--- config.mk ---
export PLATFORM = sky130hd
export DESIGN_NAME = uart_rx_fifo
export DESIGN_NICKNAME = d
export VERILOG_FILES = /design/src/rtl/uart_rx_fifo_pkg.sv /design/src/rtl/uart_fifo_mem.sv /design/src/rtl/uart_rx_fifo.sv
export SDC_FILE = /design/constraint.sdc
export NUM_CORES = 1
export LEC_CHECK = 0
export ABC_CLOCK_PERIOD_IN_PS = 2800
export CAP_MARGIN = 10
export CORE_MARGIN = 2
export CORE_UTILIZATION = 42
export CTS_CLUSTER_DIAMETER = 40
export DETAILED_ROUTE_END_ITERATION = 6
export DONT_BUFFER_PORTS = 1
export GPL_TIMING_DRIVEN = 0
export PLACE_DENSITY_LB_ADDON = 0.12
export SLEW_MARGIN = 0
export SYNTH_ARGS = -nofsm -noshare
export SYNTH_HDL_FRONTEND = slang
export SYNTH_SLANG_ARGS = --single-unit
--- constraint.sdc ---
create_clock -name clk -period 2.8 [get_ports clk]
set_input_delay 0.28 -clock clk [delete_from_list [all_inputs] [get_ports clk]]
set_output_delay 0.28 -clock clk [all_outputs]
set_load 0.005 [all_outputs]
--- src/rtl/uart_rx_fifo_pkg.sv ---
// Shared UART definitions: receiver bit timing, RX FIFO depth and the
// pointer-width helper used by the FIFO.
package uart_rx_fifo_pkg;

  localparam int CLKS_PER_BIT = 868;
  localparam int FIFO_DEPTH   = 16;

  // One extra MSB beyond the address distinguishes full from empty.
  function automatic int ptr_w(input int depth);
    return $clog2(depth) + 1;
  endfunction

endpackage

--- src/rtl/uart_fifo_mem.sv ---
// RX FIFO storage: DEPTH x 8, synchronous write, asynchronous read.
module uart_fifo_mem #(
  parameter int DEPTH = 16,
  parameter int AW    = $clog2(DEPTH)
) (
  input  logic          clk,
  input  logic          we_i,
  input  logic [AW-1:0] waddr_i,
  input  logic [7:0]    wdata_i,
  input  logic [AW-1:0] raddr_i,
  output logic [7:0]    rdata_o
);

  logic [7:0] mem_q [DEPTH];

  always_ff @(posedge clk) begin
    if (we_i) mem_q[waddr_i] <= wdata_i;
  end

  assign rdata_o = mem_q[raddr_i];

endmodule

--- src/rtl/uart_rx_fifo.sv ---
// First-word-fall-through byte FIFO behind the UART receiver, with
// registered level/full/valid and a sticky overflow flag.
module uart_rx_fifo
  import uart_rx_fifo_pkg::*;
#(
  parameter int DEPTH = FIFO_DEPTH
) (
  input  logic                     clk,
  input  logic                     reset,
  input  logic [7:0]               rx_d_i,
  input  logic                     rx_done_i,
  output logic [7:0]               rd_d_o,
  output logic                     rd_valid_o,
  input  logic                     rd_ready_i,
  output logic [ptr_w(DEPTH)-1:0]  level_o,
  output logic                     full_o,
  output logic                     overflow_o,
  input  logic                     overflow_clr_i
);

  localparam int PW = ptr_w(DEPTH);
  localparam int AW = PW - 1;

  logic [PW-1:0] wptr_q, wptr_d;
  logic [PW-1:0] rptr_q, rptr_d;
  logic [PW-1:0] level_q, level_d;
  logic          full_q, full_d;
  logic          valid_q, valid_d;
  logic          ovf_q, ovf_d;
  logic          pop, wr_acc;
  logic [7:0]    mem_rdata;

  assign pop    = valid_q & rd_ready_i;
  // A pop frees the head slot this cycle, so a write may land even when full.
  assign wr_acc = rx_done_i & (~full_q | pop);

  always_comb begin
    wptr_d  = wptr_q + PW'(wr_acc);
    rptr_d  = rptr_q + PW'(pop);
    level_d = wptr_d - rptr_d;
    full_d  = (level_d == PW'(DEPTH));
    valid_d = (level_d != '0);
    ovf_d   = (rx_done_i & full_q & ~pop) | (ovf_q & ~overflow_clr_i);
  end

  always_ff @(posedge clk or posedge reset) begin
    if (reset) begin
      wptr_q  <= '0;
      rptr_q  <= '0;
      level_q <= '0;
      full_q  <= 1'b0;
      valid_q <= 1'b0;
      ovf_q   <= 1'b0;
    end else begin
      wptr_q  <= wptr_d;
      rptr_q  <= rptr_d;
      level_q <= level_d;
      full_q  <= full_d;
      valid_q <= valid_d;
      ovf_q   <= ovf_d;
    end
  end

  uart_fifo_mem #(.DEPTH(DEPTH), .AW(AW)) u_mem (
    .clk     (clk),
    .we_i    (wr_acc),
    .waddr_i (wptr_q[AW-1:0]),
    .wdata_i (rx_d_i),
    .raddr_i (rptr_q[AW-1:0]),
    .rdata_o (mem_rdata)
  );

  // Storage is never reset; gating on valid keeps stale bytes off the bus.
  assign rd_d_o     = valid_q ? mem_rdata : 8'h00;
  assign rd_valid_o = valid_q;
  assign level_o    = level_q;
  assign full_o     = full_q;
  assign overflow_o = ovf_q;

endmodule

==> impl_metrics.csv, run 1 <==
group,metric,value,unit
routing,firstDrtPassIters,4,
pwr,peakVddDrop,0.000970,V
sta,hold_violations,0,
floorplanning,die_h,122,um
floorplanning,core,13800,sq um
routing,detail-route-antenna-nets,0,
sta,period_needed,2520,ps
pwr,switching_share,0.306,
final_layout,diodes,0,
floorplanning,std_cell_rows,43,
clock_tree,insertion_delay,420,ps
global_routing,grt_overflow_total,0,
clock_tree,cts_root_buf,"clkbuf_16",
sta,fin_crit_sh,0.900,
clock_tree,cts_setup_buffers,0,
pwr,p_leak,0.00244,uW
placed_design,post-place-ws,87.7,ps
global_routing,grt_pass1_wl,17300,um
final_layout,final_area,6870,sq um
worst_setup_path,critPathMaxFanout,5,
worst_setup_path,crit_chain,"nand2_1, a21boi_4, ha_1, ha_1, xor2_1, ha_1, a21oi_1, nand2_1, xor2_1, nor4_2, nor2b_1",
synthesis,syn_nets,310,
floorplanning,start_util,0.427,
sta,clock.fmax,0.397,GHz
floorplanning,die_w,122,um
routing,wl_per_cell,22.6,um
pwr,comb_power_share,0.317,
pwr,seq_power_share,0.378,
worst_setup_path,arrival,2860,ps
clock_tree,cts.reportedPaths.clkPinSlew,60,ps
pwr,p_int,5150,uW
placed_design,dpl-instance-area,6130,sq um
synthesis,synth-seq-cells,146,
global_routing,grt_max_degree,19,
synthesis,synth_top_cell_by_area,"edfxtp_1",
min_path,hold_class,"in2reg",
run,maxCapViolations,0,
floorplanning,io_pins,29,
synthesis,yosysSeqAreaShare,0.730,
sta,slew_violations,0,
worst_setup_path,cp.required,3140,ps
worst_setup_path,cp_slowest_cell,"dfrtp_2",
clock_tree,clockBufferDepth,2,
pwr,p_per_area,1080,nW/um^2
final_layout,syn_to_final_growth,16.8,%
global_routing,antenna_found_initial,0,
routing,drt_iter0_drc,161,
sta,worstMarginPinSlew,978,ps
global_routing,first_global_vias,2937,
status,status,"finished, final reports clean",
worst_setup_path,cp-end-kind,"flop",
pwr,total_power,7410,uW
routing,drc,0,
synthesis,avgSynthCellArea,20.4,sq um
sta,skew,12.0,ps
synthesis,synthTopCellsByArea,"edfxtp_1, mux4_1, dfrtp_1",
synthesis,synth_top_area_share,0.653,
worst_setup_path,start_kind,"flop",
global_routing,grt_usage,0.169,
clock_tree,tritoncts,"done",
final_layout,fillerInstances,1187,
worst_setup_path,max_stage_delay,420,ps
floorplanning,die_area,15000,sq um
routing,drt-vias-per-instance,5.32,
sta,setup_viol,0,
routing,routed_wl,11600,um
placed_design,place.port_buffers,0,
routing,vias,2721,
worst_setup_path,crit_top_cell,"ha_1",
sta,holdWs,26.1,ps
final_layout,drive_gt1_frac,0.175,
worst_setup_path,path_class,"reg2reg",
sta,worst_slack,281,ps
clock_tree,cts_made_buffers,17,
final_layout,final_nets,340,
placed_design,dp_hpwl,7470,um
synthesis,yosysUniqueCellTypes,30,
sta,rsz0062_at_grt,"false",
clock_tree,cts_max_level,4,
synthesis,syn_area,5890,sq um
clock_tree,numClockSinks,146,
sta,slew_headroom,0.346,
synthesis,synthCells,288,
placed_design,gp_congestion,0.704,
pwr,clkPwrFrac,0.306,
synthesis,ys_warn_count,0,
pwr,p_sw,2270,uW
## sequential cells by signal (all words and copies together) (netlist names)
signal and count:
full_o 1, overflow_o 1, level_o 5, u_mem.mem_q 128, wptr_q 5, rd_valid_o 1, rptr_q 5
## cell usage in the layout, fill, tap and decap left out, drive strengths merged, types with 2 or more instances in the layout
| cell | count |
|---|---|
| dlygate4sd3 | 10 |
| clkinv | 3 |
| clkbuf | 28 |
| mux4 | 32 |
| o22ai | 8 |
| dfrtp | 18 |
| mux2i | 16 |
| nand3 | 6 |
| buf | 13 |
| nor2 | 12 |
| ha | 8 |
| nand2 | 5 |
| nor3 | 4 |
| xnor2 | 6 |
| a21oi | 2 |
| nand2b | 3 |
| inv | 14 |
| xor2 | 4 |
| edfxtp | 128 |
| nand3b | 3 |
## Yosys cell counts
cell type / count
edfxtp_1: 128
mux4_1: 25
dfrtp_1: 18
mux2i_1: 16
inv_1: 13
nor2_1: 12
ha_1: 8
o22ai_1: 8
mux4_2: 7
nand3_1: 6
buf_2: 5
nand2_1: 5
xnor2_1: 5
buf_6: 4
nor3_1: 4
xor2_1: 4
nand2b_1: 3
nand3b_1: 3
a21oi_1: 2
buf_4: 2
a21boi_2: 1
a21o_1: 1
buf_1: 1
clkbuf_1: 1
fa_1: 1
nor2b_1: 1
nor4_1: 1
o21ai_0: 1
or3b_1: 1
xnor2_2: 1
## timing repair
action / CTS / global route
endpoints found under the hold margin: 147 / 0
gates resized for setup: 0 / 4
hold buffers: 10 / 0
endpoints found under the setup margin: 0 / 3
## stage by stage
stage,util,setup TNS [ps],instances
3_5_place_dp,0.445,0,469
2_1_floorplan,-,0,288
6_report,0.499,0,511
5_1_grt,0.499,0,511
3_3_place_gp,0.444,-737,468
4_1_cts,0.498,0,511
## power by group through the flow
stage / Sequential [uW] / Clock, uW / Combinational [uW]
2_1_floorplan: 2810 / 0 / 1710
5_1_grt: 2830 / 2410 / 2580
6_report: 2800 / 2270 / 2350
3_3_place_gp: 2840 / 0 / 2250
4_1_cts: 2800 / 2320 / 2350
3_5_place_dp: 2840 / 0 / 2310
## metal layers
| layer | vias up | part of all wire | GRT usage |
|---|---|---|---|
| li1 | 1233 | - | - |
| met1 | 1429 | 0.43 | 0.209 |
| met2 | 49 | 0.51 | 0.277 |
| met3 | 10 | 0.041 | 0.0548 |
| met4 | 0 | 0.013 | 0.0690 |
| met5 | - | 0 | 0 |
## layout make-up
cell class | count | area, sq um | share of cell area
buffer | 13 | 92.6 | 0.0135
clock buffer | 27 | 587 | 0.0854
clock inverter | 5 | 32.5 | 0.00473
inverter | 13 | 48.8 | 0.00710
multi-input combinational | 116 | 1480 | 0.216
sequential | 146 | 4300 | 0.625
tap | 180 | 225 | 0.0328
timing repair buffer | 11 | 108 | 0.0157
## final timing paths
kind / start / end / slack [ps] / cells after the start
setup / recovery: rd_valid_o$_DFF_PP0_ / full_o$_DFF_PP0_ / 280 / 11
hold / removal: rx_done_i / overflow_o$_DFF_PP0_ / 30 / 2
setup reg to reg: rd_valid_o$_DFF_PP0_ / full_o$_DFF_PP0_ / 280 / 11
hold reg to reg: rptr_q[4]$_DFF_PP0_ / rptr_q[4]$_DFF_PP0_ / 520 / 1
max in group asynchronous: reset / rd_valid_o$_DFF_PP0_ / 1920 / 2
min in group asynchronous: reset / rptr_q[2]$_DFF_PP0_ / 410 / 2
## worst max-delay path, delay by kind of cell, from the launching register on
family | cells | cell delay, ps
adder cells (fa/ha/maj) | 3 | 690
AND/OR/NAND/NOR | 4 | 570
flip-flops | 1 | 420
AO/OA/AOI/OAI | 2 | 400
XOR/XNOR | 2 | 370
## cell families (layout without fill, tap and decap cells)
| kind of cell | Yosys count | in the layout | synth area share |
|---|---|---|---|
| xor gates and xnor gates | 10 | 10 | 0.0162 |
| muxes | 48 | 48 | 0.166 |
| DFF | 146 | 146 | 0.730 |
| AOI/OAI and AO/OA | 13 | 13 | 0.0142 |
| and+or+nand+nor | 36 | 36 | 0.0300 |
| buffers and inverters | 26 | 69 | 0.0240 |
| adders and majority gates | 9 | 9 | 0.0204 |
No activity file was read; power rests on OpenSTA's default activity.
==> run 2: changes to the inputs <==
Settings changed: CAP_MARGIN 10 to default, CORE_UTILIZATION 42 to 41.
==> impl_metrics.csv, run 2 (synthesis results as in run 1) <==
group,metric,value,unit
global_routing,grt_overflow_total,0,
worst_setup_path,path_class,"reg2reg",
placed_design,dp_hpwl,7310,um
clock_tree,tritoncts,"done",
floorplanning,start_util,0.422,
routing,firstDrtPassIters,4,
run,maxCapViolations,0,
pwr,p_per_area,1080,nW/um^2
global_routing,grt_usage,0.168,
clock_tree,cts.reportedPaths.clkPinSlew,60,ps
final_layout,final_nets,339,
sta,clock.fmax,0.384,GHz
placed_design,gp_congestion,0.733,
floorplanning,core,13900,sq um
floorplanning,io_pins,29,
sta,fin_crit_sh,0.931,
pwr,peakVddDrop,0.000708,V
floorplanning,std_cell_rows,43,
routing,routed_wl,11500,um
floorplanning,die_w,124,um
pwr,p_leak,0.00244,uW
sta,slew_violations,0,
sta,worst_slack,194,ps
worst_setup_path,start_kind,"flop",
status,status,"finished, final reports clean",
min_path,hold_depth,2,
floorplanning,die_h,124,um
routing,drt-vias-per-instance,5.31,
clock_tree,cts_root_buf,"clkbuf_16",
final_layout,syn_to_final_growth,17.1,%
floorplanning,die_area,15300,sq um
routing,detail-route-antenna-nets,0,
worst_setup_path,worstRegToRegCells,11,
sta,rsz0062_at_grt,"false",
sta,worstMarginPinSlew,1020,ps
sta,skew,6.42,ps
clock_tree,cts_made_buffers,17,
min_path,min-delay-start,"rx_done_i",
worst_setup_path,timing.rr.start,"rd_valid_o$_DFF_PP0_",
global_routing,antenna_found_initial,0,
global_routing,grt_pass1_wl,17400,um
final_layout,diodes,0,
clock_tree,insertion_delay,410,ps
final_layout,final_common_cell,"edfxtp_1",
final_layout,final_cell_mix,"edfxtp_1, mux4_1, clkbuf_16, dfrtp_1, mux2i_1",
worst_setup_path,cp.required,3140,ps
worst_setup_path,setup.worst_path.start,"rd_valid_o$_DFF_PP0_",
min_path,hold_class,"in2reg",
global_routing,first_global_vias,2900,
worst_setup_path,arrival,2940,ps
sta,period_needed,2610,ps
routing,vias,2708,
placed_design,post-place-ws,-107,ps
routing,wl_per_cell,22.5,um
placed_design,place.port_buffers,0,
placed_design,dpl-instance-area,6130,sq um
pwr,total_power,7420,uW
clock_tree,clockBufferDepth,2,
worst_setup_path,cp-end-kind,"flop",
sta,slew_headroom,0.320,
sta,hold_violations,0,
global_routing,grt_max_degree,19,
routing,drc,0,
worst_setup_path,critPathMaxFanout,5,
sta,setup_viol,0,
clock_tree,cts_max_level,4,
clock_tree,numClockSinks,146,
routing,drt_iter0_drc,205,
final_layout,top_register,"u_mem.mem_q",
final_layout,drive_gt1_frac,0.173,
final_layout,final_area,6890,sq um
final_layout,fillerInstances,1162,
final_layout,largest_reg_flops,128,
## run 2: cell count changes in the layout (fill, tap and decap cells not counted), sizes merged
cell	previous run	this run
buf	13	12
clkbuf	28	29
clkinv	3	2
## run 2: through the flow
step / hold WS [ps] / util / std cells / TNS (ps)
final: 35.8 / 0.494 / 510 / 0
after floorplan: 219 / - / 288 / 0
after global routing: 21.1 / 0.494 / 510 / 0
after global placement: 301 / 0.439 / 468 / -1130
after detailed placement: 313 / 0.440 / 468 / -163
after CTS: 18.2 / 0.493 / 510 / 0
## run 2: final timing paths
path | to | slack, ps
min reg2reg | rptr_q[4]$_DFF_PP0_ | 500
max reg2reg | full_o$_DFF_PP0_ | 190
max in group asynchronous | rd_valid_o$_DFF_PP0_ | 1910
min | overflow_o$_DFF_PP0_ | 40
min in group asynchronous | level_o[4]$_DFF_PP0_ | 420
max | full_o$_DFF_PP0_ | 190
## run 2: metal layers
metal,part of all wire,track usage
met1,0.44,0.222
met2,0.49,0.259
met3,0.057,0.0582
met4,0.013,0.0611
met5,0,0
## run 2: layout make-up
cell class / count / area (sq um) / share of cell area
buffer: 13 / 92.6 / 0.0134
clock buffer: 28 / 613 / 0.0890
clock inverter: 4 / 23.8 / 0.00345
inverter: 13 / 48.8 / 0.00708
multi-input combinational: 116 / 1490 / 0.216
sequential: 146 / 4300 / 0.623
tap: 180 / 225 / 0.0327
timing repair buffer: 10 / 100 / 0.0145
## run 2: repair_timing
action	in CTS	in global routing
hold buffers	10	0
setup endpoints to repair	2	3
setup buffers	0	0
resized for setup	2	2
pin swaps	0	0
endpoints found under the hold margin	147	0
## run 2: critical path, stage by stage (launching register included)
cell and delay, ps:
dfrtp_2 430, nand2_1 150, a21boi_4 240, ha_1 210, ha_1 230, xor2_2 190, ha_1 300, a21oi_1 160
nand2_1 80, xor2_1 170, nor4_2 190, nor2b_1 180
## run 2: report_power, final
group / switching, uW / internal (uW)
registers: 104 / 2700
logic: 1310 / 1000
clock network: 817 / 1490
==> run 3: changes to the inputs <==
Settings changed: SYNTH_HIERARCHICAL from default to 1.
==> impl_metrics.csv, run 3 <==
group,metric,value,unit
synthesis,synth_top_area_share,0.658,
sta,clock.fmax,0.385,GHz
routing,routed_wl,11900,um
clock_tree,insertion_delay,410,ps
sta,period_needed,2600,ps
synthesis,synth-edff-count,128,
floorplanning,core,13900,sq um
pwr,comb_power_share,0.312,
synthesis,yosysSeqAreaShare,0.735,
worst_setup_path,reg2reg_setup_slack,250,ps
worst_setup_path,timing.rr.end,"full_o$_DFF_PP0_",
sta,slew_violations,0,
placed_design,dp_hpwl,7790,um
synthesis,synth_most_common_cell,"edfxtp_1",
worst_setup_path,cp_top_family,"multiplexers",
routing,drt-vias-per-instance,5.27,
clock_tree,clockBufferDepth,2,
global_routing,first_global_vias,2945,
sta,setup_viol,0,
pwr,p_per_area,1090,nW/um^2
worst_setup_path,cp_slowest_cell,"mux4_2",
final_layout,final_cell_mix,"edfxtp_1, mux4_2, clkbuf_16, dfrtp_1, a22oi_1",
routing,wl_per_cell,23.1,um
clock_tree,cts.reportedPaths.clkPinSlew,50,ps
min_path,worstHoldEndpoint,"overflow_o$_DFF_PP0_",
clock_tree,cts_max_level,4,
synthesis,ys.flop_type,"edfxtp_1",
global_routing,grt_pass1_wl,18000,um
min_path,hold_class,"in2reg",
min_path,hold_depth,2,
routing,vias,2732,
sta,worst_slack,201,ps
worst_setup_path,crit_chain,"buf_6, buf_4, mux4_2, a22oi_1, nand2_1, and2_1",
final_layout,final_common_cell,"edfxtp_1",
synthesis,ys_warn_count,6,
synthesis,synthTopCellsByArea,"edfxtp_1, dfrtp_1, mux4_2",
pwr,total_power,7420,uW
worst_setup_path,arrival,2320,ps
clock_tree,cts_made_buffers,17,
worst_setup_path,path_class,"reg2out",
global_routing,grt_usage,0.176,
pwr,clkPwrFrac,0.296,
routing,detail-route-antenna-nets,0,
synthesis,syn_area,5840,sq um
synthesis,synth_top_family_by_area,"multiplexers",
final_layout,fillerInstances,1187,
routing,drt_iter0_drc,268,
floorplanning,start_util,0.421,
placed_design,post-place-ws,-656,ps
worst_setup_path,critPathBufInv,2,
pwr,peakVddDrop,0.000925,V
sta,worstMarginPinSlew,1280,ps
synthesis,synthAdderAreaFrac,0.0206,
sta,fin_crit_sh,0.928,
final_layout,diodes,0,
worst_setup_path,cp-end-kind,"output port",
floorplanning,std_cell_rows,43,
clock_tree,numClockSinks,146,
synthesis,synth_commonest_cells,"edfxtp_1, dfrtp_1, mux4_2, a22oi_1, mux4_1",
worst_setup_path,start_kind,"flop",
worst_setup_path,timing.rr.start,"rd_valid_o$_DFF_PP0_",
floorplanning,die_w,123,um
pwr,p_sw,2290,uW
worst_setup_path,max_stage_delay,590,ps
routing,firstDrtPassIters,5,
synthesis,yosysUniqueCellTypes,31,
run,maxCapViolations,0,
final_layout,final_nets,348,
global_routing,antenna_found_initial,1,
synthesis,synth_compound_area_frac,0.0266,
pwr,seq_power_share,0.392,
status,status,"finished, final reports clean",
global_routing,grt_overflow_total,0,
floorplanning,die_area,15200,sq um
synthesis,synth_xor_area_frac,0.0163,
synthesis,synth-simple-area-share,0.0458,
pwr,switching_share,0.309,
floorplanning,io_pins,29,
worst_setup_path,worstRegToRegCells,11,
synthesis,synth-seq-cells,146,
sta,slew_headroom,0.140,
final_layout,largest_reg_flops,128,
sta,rsz0062_at_grt,"false",
placed_design,gp_congestion,0.741,
synthesis,synth_top_cell_by_area,"edfxtp_1",
final_layout,syn_to_final_growth,16.3,%
clock_tree,cts_root_buf,"clkbuf_16",
clock_tree,tritoncts,"done",
min_path,min-delay-start,"rx_done_i",
synthesis,syn_nets,317,
sta,setup_tns,0,ps
worst_setup_path,critPathMaxFanout,10,
pwr,p_leak,0.00233,uW
pwr,p_int,5130,uW
floorplanning,die_h,123,um
worst_setup_path,cp.required,2520,ps
routing,drc,0,
synthesis,postSynth.asyncResetShare,0.123,
synthesis,avgSynthCellArea,19.8,sq um
placed_design,place.port_buffers,0,
sta,skew,4.57,ps
synthesis,synthMuxAreaShare,0.132,
sta,hold_violations,0,
global_routing,grt_max_degree,19,
final_layout,top_register,"u_mem/mem_q",
synthesis,synthCells,295,
final_layout,drive_gt1_frac,0.195,
## run 3: changes by cell type after synthesis, sizes merged, moves of 3 or more
cell           change
mux2i             -16
nand2              +7
clkdlybuf4s25      +3
and2               +9
buf                -5
o22ai              -8
a22oi             +16
## run 3: what timing repair did
| action | 4_1_cts | 5_1_grt |
|---|---|---|
| hold buffers | 10 | 0 |
| setup endpoints to repair | 133 | 3 |
| gates resized for setup | 6 | 3 |
| pin swaps | 0 | 1 |
| cloned | 0 | 0 |
| endpoints found under the hold margin | 147 | 0 |
| buffers inserted | 1 | 1 |
## run 3: per-stage QoR
stage / util / area (sq um) / cells / hold WS [ps]
finish: 0.490 / 6800 / 518 / 26.4
detailed placement: 0.437 / 6070 / 475 / 302
floorplan: - / 5840 / 295 / 219
CTS: 0.488 / 6770 / 517 / 1.64
global route: 0.490 / 6800 / 518 / 34.4
global placement: 0.437 / 6070 / 475 / 306
## run 3: kinds of logic after synthesis
logic type                 count (synthesis)
buffers and inverters                     23
and+or+nand+nor                           53
xor gates and xnor gates                  10
adders and majority gates                  9
muxes                                     32
AOI/OAI and AO/OA                         22
DFF                                      146
## run 3: per-layer routing
metal  wire length (um)  part of all wire  vias to the layer above  GRT usage
met1               5000              0.42                     1418      0.228
met4                123             0.010                        2     0.0511
met3                738             0.062                       10     0.0507
li1                   -                 -                     1241          -
met2               6070              0.51                       61      0.290
met5                 11           0.00092                        -          0
## run 3: cell type report
type,count,area (sq um),area share
Clock inverter,11,139,0.0204
Clock buffer,20,437,0.0643
Buffer,10,86.3,0.0127
Timing Repair Buffer,12,113,0.0166
Inverter,13,48.8,0.00718
Multi-Input combinational cell,126,1450,0.214
Sequential cell,146,4300,0.632
Tap cell,180,225,0.0331
## run 3: worst max-delay path by stage
stage,to,from,depth (start not counted),slack [ps]
3_3_place_gp,u_mem/mem_q[0][1]$_DFFE_PP_,rd_valid_o$_DFF_PP0_,4,-660
5_1_grt,full_o$_DFF_PP0_,rd_valid_o$_DFF_PP0_,11,40
4_1_cts,full_o$_DFF_PP0_,rd_valid_o$_DFF_PP0_,11,10
6_report,rd_d_o[4],rptr_q[0]$_DFF_PP0_,6,200
3_5_place_dp,full_o$_DFF_PP0_,rd_valid_o$_DFF_PP0_,11,-660
2_1_floorplan,full_o$_DFF_PP0_,rd_valid_o$_DFF_PP0_,11,250
## run 3: power by group through the flow
| stage | clock network (uW) | logic, uW | registers (uW) |
|---|---|---|---|
| 2_1_floorplan | 0 | 1700 | 2870 |
| 3_3_place_gp | 0 | 2250 | 2930 |
| 3_5_place_dp | 0 | 2280 | 2940 |
| 4_1_cts | 2240 | 2360 | 2910 |
| 5_1_grt | 2330 | 2570 | 2940 |
| 6_report | 2190 | 2320 | 2910 |
==> patch 1, RTL diff (flow settings as in run 2) <==
`FIFO_DEPTH`: 16 -> 8.
--- a/src/rtl/uart_rx_fifo_pkg.sv
+++ b/src/rtl/uart_rx_fifo_pkg.sv
@@ -5,3 +5,3 @@
   localparam int CLKS_PER_BIT = 868;
-  localparam int FIFO_DEPTH   = 16;
+  localparam int FIFO_DEPTH   = 8;
 
Ports: changed (resized level_o); port bits go from 29 to 28. No check against the original RTL was run, so the function may have changed too.
==> patch 1 against run 2 <==
Hold slack better by 0.0020 ns; clock skew hardly changed; final cell count is 41% lower; sequential share of layout area is 0.62 points lower; count of clock-buffer cells in the layout is 19 lower; wire length is 47% lower; design area is 46% lower; area after synthesis is 45% lower; sequential cell count is 67 lower; total power is 44% lower; setup slack worse by 0.14 ns; maximum frequency is 5.0% lower; critical path type unchanged.
==> patch 1: results (changes against run 2) <==
Syn. warnings 0 (unchanged); reg2reg end rd_valid_o$_DFF_PP0_; clk_skew 0.00618 ns (-0.000240 ns); Async S/R FF share, synth 0.190 (+0.0666); max reg flops 64 (-50%); Psw 1.37 mW (-39%); Inst Count DP 283 (-40%); number of global-route vias before repair 1723 (-41%); Final min period 2.74 ns (+0.136 ns); Port Buf Inserts 0 (unchanged); Setup crit start rd_valid_o$_DFF_PP0_; routed vias 1539 (-43%); n_diodes 0 (unchanged); Final nets 217 (-36%); worst-path maximum fanout 3 (-2); DRT iter0 DRCs 66 (-68%); peak supply drop 704 µV (-0.62%); unique cell type count in the Yosys netlist 33 (+10%); top_reg_cell synth edfxtp_1; leading cell types by count after synthesis 64 x edfxtp_1, 17 x mux2i_1, 15 x dfrtp_1; Worst setup SP type flop; CTS Buf Count 9 (-8); Avg WL per Cell 20.1 µm (-11%); Worst-Skew Late Latency 0.33 ns (-0.08 ns); Post-synth EDFFs 64 (-50%); first drt pass iteration count 4 (unchanged); gpl congestion 0.723 (-1.3%); Clk Tree Root Cell clkbuf_8; DP Worst Slack -0.313 ns (-0.206 ns); H-tree depth 3 (-1); Global Route Usage Sum 0.153 (-0.0150); largest net degree at the start of global routing 16 (-3); ranking of synthesized cells by area edfxtp_1 59%, dfrtp_1 12%, mux4_2 5.6%; Longest Clk Path Bufs 2 (unchanged); first-pass GRT wire length 9470 µm (-45%); Slew HR 0.394 (+0.0740); Reg clk slew, reported paths 0.07 ns; status finished, final reports clean; register area share after synthesis 0.709 (-0.0202); Worst Reg-to-Reg Cells 11 (unchanged); hpwl dp 4070 µm (-44%); Hold WC Path Type input pin to flop; Post-Route Setup TNS 0 ns (unchanged); Post-Syn Nets 202 (-35%); r2r setup slk 0.06 ns (-0.14 ns); Critical Path AT 2.96 ns (+0.02 ns); Via density 5.08 (-4.3%); CP endpoint kind flop; synthesized area per cell 17.9 µm² (-12%); initial antenna violation count 0 (unchanged); leakage power 1.35 nW (-45%); layout cells sized above 1 0.264 (+0.0910); most flop-heavy register u_mem.mem_q
## patch 1: cell count changes after synthesis, sizes merged, moves of 4 or more
cell,delta
a22oi,+8
buf,-5
edfxtp,-64
mux4,-24
nor2,-5
o211a,+8
o22ai,-8
xnor2,-4
## patch 1: critical path, cell delays in order (launching register included)
cell and delay [ns]:
dfrtp_1 0.41, buf_6 0.13, nand2_4 0.07, a21boi_4 0.07, ha_4 0.18, ha_4 0.16
xor2_2 0.18, ha_1 0.37, xor2_2 0.20, nor3_2 0.18, or3b_4 0.40, mux2_4 0.27
## patch 1: through the flow
step | instance area [µm²] | hold slack (ns)
3_3_place_gp | 3370 | 0.244
6_report | 3720 | 0.0378
4_1_cts | 3630 | 0.0160
2_1_floorplan | 3240 | 0.181
3_5_place_dp | 3370 | 0.253
5_1_grt | 3720 | 0.00992
## patch 1: cell families after synthesis
logic type	share of synthesized area
AO/OA/AOI/OAI	0.0510
XOR/XNOR	0.0236
adder cells (fa/ha/maj)	0.0332
buffers and inverters	0.0317
flip-flops	0.709
multiplexers	0.113
AND/OR/NAND/NOR	0.0383
## patch 1: what timing repair did
action                                  CTS  global route
hold endpoints to repair                 15             0
pin swaps                                 1             5
endpoints found under the setup margin    2             2
hold buffers                              1             0
buffers inserted                          2             0
resized for setup                         5            16
## patch 1: worst min-delay path by stage
stage	start	end	slack, ns	cells past startpoint
2_1_floorplan	reset	full_o$_DFF_PP0_	0.18	1
3_3_place_gp	reset	overflow_o$_DFF_PP0_	0.24	1
3_5_place_dp	reset	overflow_o$_DFF_PP0_	0.25	1
4_1_cts	overflow_clr_i	overflow_o$_DFF_PP0_	0.02	1
5_1_grt	rx_d_i[0]	u_mem.mem_q[2][0]$_DFFE_PP_	0.01	0
6_report	overflow_clr_i	overflow_o$_DFF_PP0_	0.04	1
## patch 1: cell type report
class | instances | area [µm²]
well taps | 102 | 128
plain buffers | 8 | 71.3
clock inverters | 7 | 87.6
inverters | 10 | 40.0
multi-input cells | 84 | 942
fillers | 675 | 3970
repair buffers | 4 | 32.5
flip-flops and latches | 79 | 2300
clock buffers | 9 | 124
## patch 1: metal layers
| metal | wire (µm) | global-route usage | vias up | share of wire |
|---|---|---|---|---|
| met3 | 333 | 0.0423 | 10 | 0.055 |
| met4 | 94 | 0.0833 | 0 | 0.015 |
| met2 | 3000 | 0.239 | 39 | 0.49 |
| met1 | 2660 | 0.194 | 779 | 0.44 |
| li1 | - | - | 711 | - |
| met5 | 0 | 0 | - | 0 |
## patch 1: power groups by stage
stage	Combinational, mW	Clock, mW	Sequential, mW
floorplan	1.19	0	1.63
global placement	1.47	0	1.65
detailed placement	1.52	0	1.66
CTS	1.56	0.904	1.64
global route	1.83	0.952	1.67
finish	1.66	0.882	1.65
==> patch 2, RTL diff (flow settings as in run 2) <==
Made on the original files. Reset style: synchronous (`reset`), changed in one clocked block. Comments in the files are not updated.
--- a/src/rtl/uart_rx_fifo.sv
+++ b/src/rtl/uart_rx_fifo.sv
@@ -45,3 +45,3 @@
 
-  always_ff @(posedge clk or posedge reset) begin
+  always_ff @(posedge clk) begin
     if (reset) begin
Formal check against the unedited RTL: differs if reset is asserted again (counterexample within 4 cycles, from zero or initial values and one cycle with reset high); with reset held inactive, the same outputs for 10 cycles.
==> patch 2 against run 2 <==
Sequential share of layout area barely moved; synthesized cell count rose by 6.6%; sequential cell count is the same; hold slack worse by 0.0024 ns; first-iteration DRC count is 4.9% lower; setup slack worse by 0.062 ns; area after synthesis is 2.0% lower; register-to-register slack better by 0.03 ns; clock skew fell by 0.00077 ns; wire length is 6.2% higher; non-clock buffer count grew 2; design area decreased by 2.0%; largest cell class unchanged.
Power is not compared: it rests on default switching activity, and its combinational part moved more than twofold at a synthesized area within 25%.
==> patch 2: results (changes against run 2) <==
adder-cell share of the synthesized area 0.0208 (+0.000416); leading cell types by count after synthesis 128 x edfxtp_1, 32 x mux4_2, 28 x nor2_1; Critical Path AT 2.39 ns (-0.55 ns); Final nets 358 (+5.6%); fillers 1163 (+0.086%); CP endpoint kind output pin; gpl congestion 0.722 (-1.5%); reg2reg end rd_valid_o$_SDFF_PP0_; routed vias 2893 (+6.8%); clk_skew 0.00565 ns (-0.000768 ns); first-pass GRT wire length 18500 µm (+6.6%); WL final 12200 µm (+6.2%); post-CTS sizing 12 (+10); PnR Total Power 5.52 mW; first drt pass iteration count 5 (+1); status finished, final reports clean; Global Route Usage Sum 0.181 (+0.0133); largest net degree at the start of global routing 17 (-2); post-synthesis compound-gate area fraction 0.0443 (+0.0300); Cells after Synth 307 (+6.6%); ranking of synthesized cells by area edfxtp_1 67%, mux4_2 12%, dfxtp_1 6.2%; r2r setup slk 0.22 ns (+0.03 ns); worst-path maximum fanout 10 (+5); Cell Area, Placed 5990 µm² (-2.2%); DP Worst Slack -0.382 ns (-0.275 ns); Post-Syn Nets 329 (+6.1%); register area share after synthesis 0.729 (-0.000742); Setup crit end rd_d_o[6]; XOR/XNOR Fraction of Synth Area 0.0180 (+0.00185); Final min period 2.67 ns (+0.0616 ns); DRT iter0 DRCs 195 (-4.9%); worst hold path endpoint overflow_o$_SDFF_PP0_; Critical R2R Launch rd_valid_o$_SDFF_PP0_; Post-CTS Hold Fix Bufs 8 (-2); hpwl dp 7880 µm (+7.7%); number of global-route vias before repair 2974 (+2.6%); Async S/R FF share, synth 0 (-0.123)
patch 2: cell count changes after synthesis, sizes merged, moves of 15 or more:
cell,run 2,this run
nor2,12,28
dfxtp,0,18
dfrtp,18,0
mux2i,16,1
a22oi,0,16
patch 2: critical path, cell delays in order, from the launching register on:
cell and delay, ns:
dfxtp_1 0.32, clkbuf_2 0.22, buf_2 0.39, mux4_2 0.55
a22oi_1 0.29, a21boi_0 0.19
patch 2: layout make-up:
cell class / count / area, µm² / share of cell area
Sequential cell: 146 / 4210 / 0.623
Clock inverter: 12 / 163 / 0.0241
Clock buffer: 20 / 437 / 0.0647
Inverter: 7 / 26.3 / 0.00389
Timing Repair Buffer: 10 / 95.1 / 0.0141
Buffer: 15 / 72.6 / 0.0107
Tap cell: 180 / 225 / 0.0334
Multi-Input combinational cell: 139 / 1530 / 0.226
patch 2: metal layers:
layer	track usage	vias to the layer above	routed length, µm
met4	0.0761	0	291
met3	0.0548	20	580
met5	0	-	0
li1	-	1291	-
met1	0.251	1519	5610
met2	0.267	63	5720
